==> config.mk <==
export PLATFORM = sky130hd
export DESIGN_NAME = seven_seg_scan_driver
export DESIGN_NICKNAME = d
export VERILOG_FILES = /design/src/rtl/seven_seg_scan_driver.sv
export SDC_FILE = /design/constraint.sdc
export NUM_CORES = 1
export LEC_CHECK = 0
export ABC_AREA = 1
export CORE_MARGIN = 4
export CORE_UTILIZATION = 55
export CTS_BUF_LIST = sky130_fd_sc_hd__clkbuf_8
export CTS_CLUSTER_DIAMETER = 60
export DETAILED_ROUTE_END_ITERATION = 8
export PLACE_DENSITY = 0.93
export SLEW_MARGIN = 0
export SYNTH_ARGS = -nofsm -noshare
export SYNTH_HDL_FRONTEND = slang
export SYNTH_SLANG_ARGS = --single-unit
==> constraint.sdc <==
create_clock -name clk -period 2.8 [get_ports clk]
set_clock_uncertainty 0.1 [all_clocks]
set_input_delay 0.7 -clock clk [delete_from_list [all_inputs] [get_ports clk]]
set_output_delay 0.7 -clock clk [all_outputs]
set_load 0.02 [all_outputs]
==> src/rtl/seven_seg_scan_driver.sv <==
// -----------------------------------------------------------------------------
// seven_seg_scan_driver
//
// Time-multiplexed N-digit seven-segment display driver. A packed BCD word is
// captured into a display latch and the digits are scanned one at a time. Each
// digit stays active for SCAN_DIV clock cycles. The segment lines are shared by
// all digits, and each digit has its own enable line.
//
// Parameters:
//   N_DIGITS  number of digits scanned (1..8)
//   SCAN_DIV  clk cycles each digit is held active (>= 1)
//
// Ports:
//   clk         system clock, all state changes on the rising edge
//   rst         synchronous, active-high reset
//   bcd_in      packed BCD; digit i is bcd_in[4i+3:4i], digit 0 is rightmost
//   load        captures bcd_in into the display latch at the clock edge
//   blank       forces every digit dark; scanning keeps running underneath
//   seg         {a,b,c,d,e,f,g}, active-low, registered
//   an          digit enables, active-low one-hot, registered
//   frame_done  one-cycle pulse after the last digit's scan period ends
//
// Build option:
//   LEADING_ZERO_SUPPRESS_EN  when defined, leading zero digits are dark.
//                             Digit 0 is always shown.
// -----------------------------------------------------------------------------
module seven_seg_scan_driver #(
    parameter int unsigned N_DIGITS = 4,
    parameter int unsigned SCAN_DIV = 1000
) (
    input  logic                    clk,
    input  logic                    rst,
    input  logic [4*N_DIGITS-1:0]   bcd_in,
    input  logic                    load,
    input  logic                    blank,
    output logic [6:0]              seg,
    output logic [N_DIGITS-1:0]     an,
    output logic                    frame_done
);

    // Counter widths are kept at least 1 bit so that the degenerate
    // configurations (SCAN_DIV=1, N_DIGITS=1) still elaborate.
    localparam int unsigned PW = (SCAN_DIV > 1) ? $clog2(SCAN_DIV) : 1;
    localparam int unsigned DW = (N_DIGITS > 1) ? $clog2(N_DIGITS) : 1;

    localparam logic [PW-1:0] PRESC_LAST = PW'(SCAN_DIV - 1);
    localparam logic [DW-1:0] DIGIT_LAST = DW'(N_DIGITS - 1);
    localparam logic [6:0]    SEG_DARK   = 7'h7F;

    logic [PW-1:0]           prescaler;
    logic [DW-1:0]           digit_sel;
    logic [4*N_DIGITS-1:0]   latch;
    logic                    tick;
    logic [3:0]              nibble;
    logic                    digit_dark;
    logic [6:0]              seg_next;
    logic [N_DIGITS-1:0]     an_next;

    // BCD to active-low segment code {a,b,c,d,e,f,g}. Codes 10..15 are not
    // valid BCD, so the digit is left dark.
    function automatic logic [6:0] bcd_to_seg(input logic [3:0] d);
        logic [6:0] code;
        case (d)
            4'd0:    code = 7'h01;
            4'd1:    code = 7'h4F;
            4'd2:    code = 7'h12;
            4'd3:    code = 7'h06;
            4'd4:    code = 7'h4C;
            4'd5:    code = 7'h24;
            4'd6:    code = 7'h20;
            4'd7:    code = 7'h0F;
            4'd8:    code = 7'h00;
            4'd9:    code = 7'h04;
            default: code = SEG_DARK;
        endcase
        return code;
    endfunction

    assign tick = (prescaler == PRESC_LAST);

    // Select the nibble of the current digit and build the one-hot enable.
    always_comb begin
        nibble  = '0;
        an_next = '1;
        for (int unsigned i = 0; i < N_DIGITS; i++) begin
            if (digit_sel == DW'(i)) begin
                nibble     = latch[4*i +: 4];
                an_next[i] = 1'b0;
            end
        end
    end

`ifdef LEADING_ZERO_SUPPRESS_EN
    // Digit i (i > 0) is a leading zero when the latch, shifted right so that
    // digit i is the lowest digit, is all zero. This covers digits N_DIGITS-1
    // down to i. Digit 0 is never suppressed, so an all-zero value still
    // shows "0".
    logic [N_DIGITS-1:0] lz_mask;

    always_comb begin
        lz_mask = '0;
        for (int unsigned i = 1; i < N_DIGITS; i++) begin
            lz_mask[i] = ((latch >> (4*i)) == '0);
        end
    end

    always_comb begin
        digit_dark = 1'b0;
        for (int unsigned i = 0; i < N_DIGITS; i++) begin
            if (digit_sel == DW'(i)) begin
                digit_dark = lz_mask[i];
            end
        end
    end
`else
    assign digit_dark = 1'b0;
`endif

    // Blank darkens both the segments and the enables. A suppressed or
    // illegal digit darkens only the segments, and its enable stays asserted.
    always_comb begin
        seg_next = bcd_to_seg(nibble);
        if (digit_dark) begin
            seg_next = SEG_DARK;
        end
        if (blank) begin
            seg_next = SEG_DARK;
        end
    end

    always_ff @(posedge clk) begin
        if (rst) begin
            prescaler  <= '0;
            digit_sel  <= '0;
            latch      <= '0;
            seg        <= SEG_DARK;
            an         <= '1;
            frame_done <= 1'b0;
        end else begin
            if (tick) begin
                prescaler <= '0;
                if (digit_sel == DIGIT_LAST) begin
                    digit_sel <= '0;
                end else begin
                    digit_sel <= digit_sel + 1'b1;
                end
            end else begin
                prescaler <= prescaler + 1'b1;
            end

            if (load) begin
                latch <= bcd_in;
            end

            frame_done <= tick && (digit_sel == DIGIT_LAST);

            // The output registers sample the pre-edge digit_sel and latch.
            // This gives a 1-cycle delay from select to display and a
            // 2-edge delay from load to display.
            seg <= seg_next;
            an  <= blank ? '1 : an_next;
        end
    end

endmodule

==> metrics <==
worst hold path class reg -> reg; Worst Hold End prescaler[0]; Yosys top cell by area dfxtp_1; share of cells above drive strength 1 0.0853; post-synthesis adder-cell area fraction 0.0772; die height approximately 65 um; hold depth 1; R2R Path Start digit_sel[0]; antenna cells 0; CP max-delay cell dfxtp_1; #FFs+latches synth 40; largest net degree at the start of global routing 21; WP buf/inv 3; Synth Warn # 0; CTS H-tree depth 2; mux cell area share after synthesis 0; hold path start prescaler[0]; CP Max Fanout 6; RR Endpoint seg[3]; clk slew on worst S/H paths 0.07 ns; Starting DRT DRC Count 89; Post-synth ARST share 0; number of max-cap violations 0; Syn Inst Count 225; CTS tree yes; Setup Fix Bufs, Post-CTS 0; Cell Area, Synth 1780 um2; most used cell, CP nand2_1; Synth top cells by count 41 x nand2_1, 40 x dfxtp_1, 35 x nor2_1; IO Pins 32; status finished clean; die area 4220 um2; Vias/cell roughly 5; row cnt 20; CP Launch Type flip-flop; Non-Filler Instances about 300; number of global-route vias before repair between 1k and 1.5k; crit share post-route 0.764; mean post-synth cell area just under 8 um2; cts hold-fix bufs 0; main flop type after synthesis dfxtp_1; deepest clock path buffer count 2; Synth Area in XOR/XNOR 0; FMAX about 470 MHz; Layout area overhead 23.4%; compound-gate portion of the synthesized area 0.116; critical path class reg -> reg; DP Cell Count a little under 300; Peak supply drop between 0.0002 and 0.0003 V; Num CTS Buffers 5; Yosys top cell area share 0.449; WL per Instance 11.0 um; R2R setup slack between 0.6 and 0.7 ns; post-cts resize count 0; final setup fails 0; 1st-pass router iterations 4; gp weighted congestion 0.764; Post-route DRC 0; GRT Total Usage 0.184; overall power ~1.1 mW; DRT Wirelength 3.32 mm; Port-buffer cells 31; R2R cell count 12; first-pass GRT wire length between 5 and 6 mm; Crit path required time 2.88 ns; RSZ-0062 raised after global routing false; initial antenna violation count 0; clock root cell clkbuf_8; sequential cell area fraction in the yosys report 0.449; worst skew pair latency slightly below 0.3 ns; Final #Nets 289; Syn Nets 256; post-synthesis cell type count 26; Finished Cell Area 2200 um2; critical path cell sequence inv_1, ha_1, inv_2, nor2_1, nor2_1, nand2_1, nand2_1, inv_1, ha_1, nand3b_1, nand3_1, nand2_1; Die X 64.9 um; antenna-violating nets left 0; CP peak stage delay 0.38 ns; PwrDens 499 nW/um2; Via Count around 1.5k; Post-DP HPWL 2.56 mm; normalized max-slew margin 0.653; Final min period 2.14 ns; clock sinks 40; Simple-Gate Fraction of Synth Area 0.297; count leader, synth nand2_1; CP top delay family adder cells; endpoint class of the critical path flip-flop; Worst Tran Pin Value 0.520 ns; Pleak 0.928 nW; final hold vios 0; GRT overflow 0; EDFF count, synth 0; largest family of logic cells by synthesized area simple AND/OR/NAND/NOR gates; Area contributors post-synth dfxtp_1 45%, nand2_1 8.6%, ha_1 7.7%; Arrival @ worst endpoint 2.22 ns; area post-placement 2120 um2; pins over their slew limit 0; core region area ~3100 um2; Initial Util 0.579; setup TNS 0 ns
## final cells by class
cell class / count / area, um2
Fill cell: 259 / 878
Multi-Input combinational cell: 159 / 875
Sequential cell: 40 / 801
Timing Repair Buffer: 31 / 310
Inverter: 21 / 81.3
Clock buffer: 5 / 68.8
Tap cell: 44 / 55.1
Clock inverter: 2 / 8.76
## through the flow
step           utilization  worst slack, ns  hold WS [ns]
3_3_place_gp         0.689            0.623         0.332
4_1_cts              0.715            0.680         0.356
2_1_floorplan            -            0.907         0.318
5_1_grt              0.715            0.474         0.390
3_5_place_dp         0.689            0.553         0.340
6_report             0.715            0.662         0.353
## worst reg2reg max path: stages, from the launching register on
cell	delay [ns]
dfxtp_1	0.38
inv_1	0.09
ha_1	0.29
inv_2	0.12
nor2_1	0.04
nor2_1	0.08
nand2_1	0.07
nand2_1	0.11
inv_1	0.12
ha_1	0.32
nand3b_1	0.18
nand3_1	0.09
nand2_1	0.05
## flip-flops by register name (all words and copies together), names as in the netlist
signal / count
latch: 16
digit_sel: 2
seg: 7
prescaler: 10
an: 4
frame_done: 1
## layer usage
layer | vias to the layer above | wire length [um] | GRT usage | part of all wire
met1 | 625 | 1500 | 0.211 | 0.45
met2 | 40 | 1530 | 0.290 | 0.46
met4 | 0 | 89 | 0.106 | 0.027
met3 | 11 | 198 | 0.0711 | 0.060
li1 | 792 | - | - | -
met5 | - | 0 | 0 | 0
## worst max path at each step
stage / from / end / slack, ns / cells after the start
floorplan: digit_sel[0] / seg[3] / 0.91 / 12
global placement: load / latch[7] / 0.62 / 4
detailed placement: load / latch[7] / 0.55 / 4
CTS: digit_sel[0] / seg[3] / 0.68 / 12
global route: digit_sel[0] / seg[3] / 0.47 / 12
finish: digit_sel[0] / seg[3] / 0.66 / 12
## cells by family (layout without fill, tap and decap cells)
kind of cell | after synthesis | count (layout)
flip-flops | 40 | 40
AO/OA/AOI/OAI | 36 | 36
AND/OR/NAND/NOR | 112 | 112
buffers and inverters | 26 | 59
adder cells (fa/ha/maj) | 11 | 11
## layout by cell type, fill, tap and decap left out
cell type / instances
a21oi_4: 2
nand3_1: 12
clkinv_2: 1
nor3b_1: 1
nand2_2: 2
o21ai_0: 16
nand2_4: 2
nor2_2: 1
o21a_1: 2
dfxtp_1: 40
nand2_8: 1
ha_1: 11
nor3_1: 6
a21oi_1: 16
or2_2: 1
clkdlybuf4s50_1: 31
inv_2: 3
inv_1: 18
and2_1: 1
and3_1: 1
nand2_1: 41
inv_4: 1
or2_4: 1
nand3_2: 2
nand3b_1: 5
clkbuf_8: 5
nor2_1: 35
## report_power, final
part | leakage [nW] | switching (mW) | internal, mW
combinational | 0.553 | 0.0725 | 0.0654
sequential | 0.329 | 0.0124 | 0.596
clock | 0.0452 | 0.185 | 0.165
(Power assumes the default switching activity.)
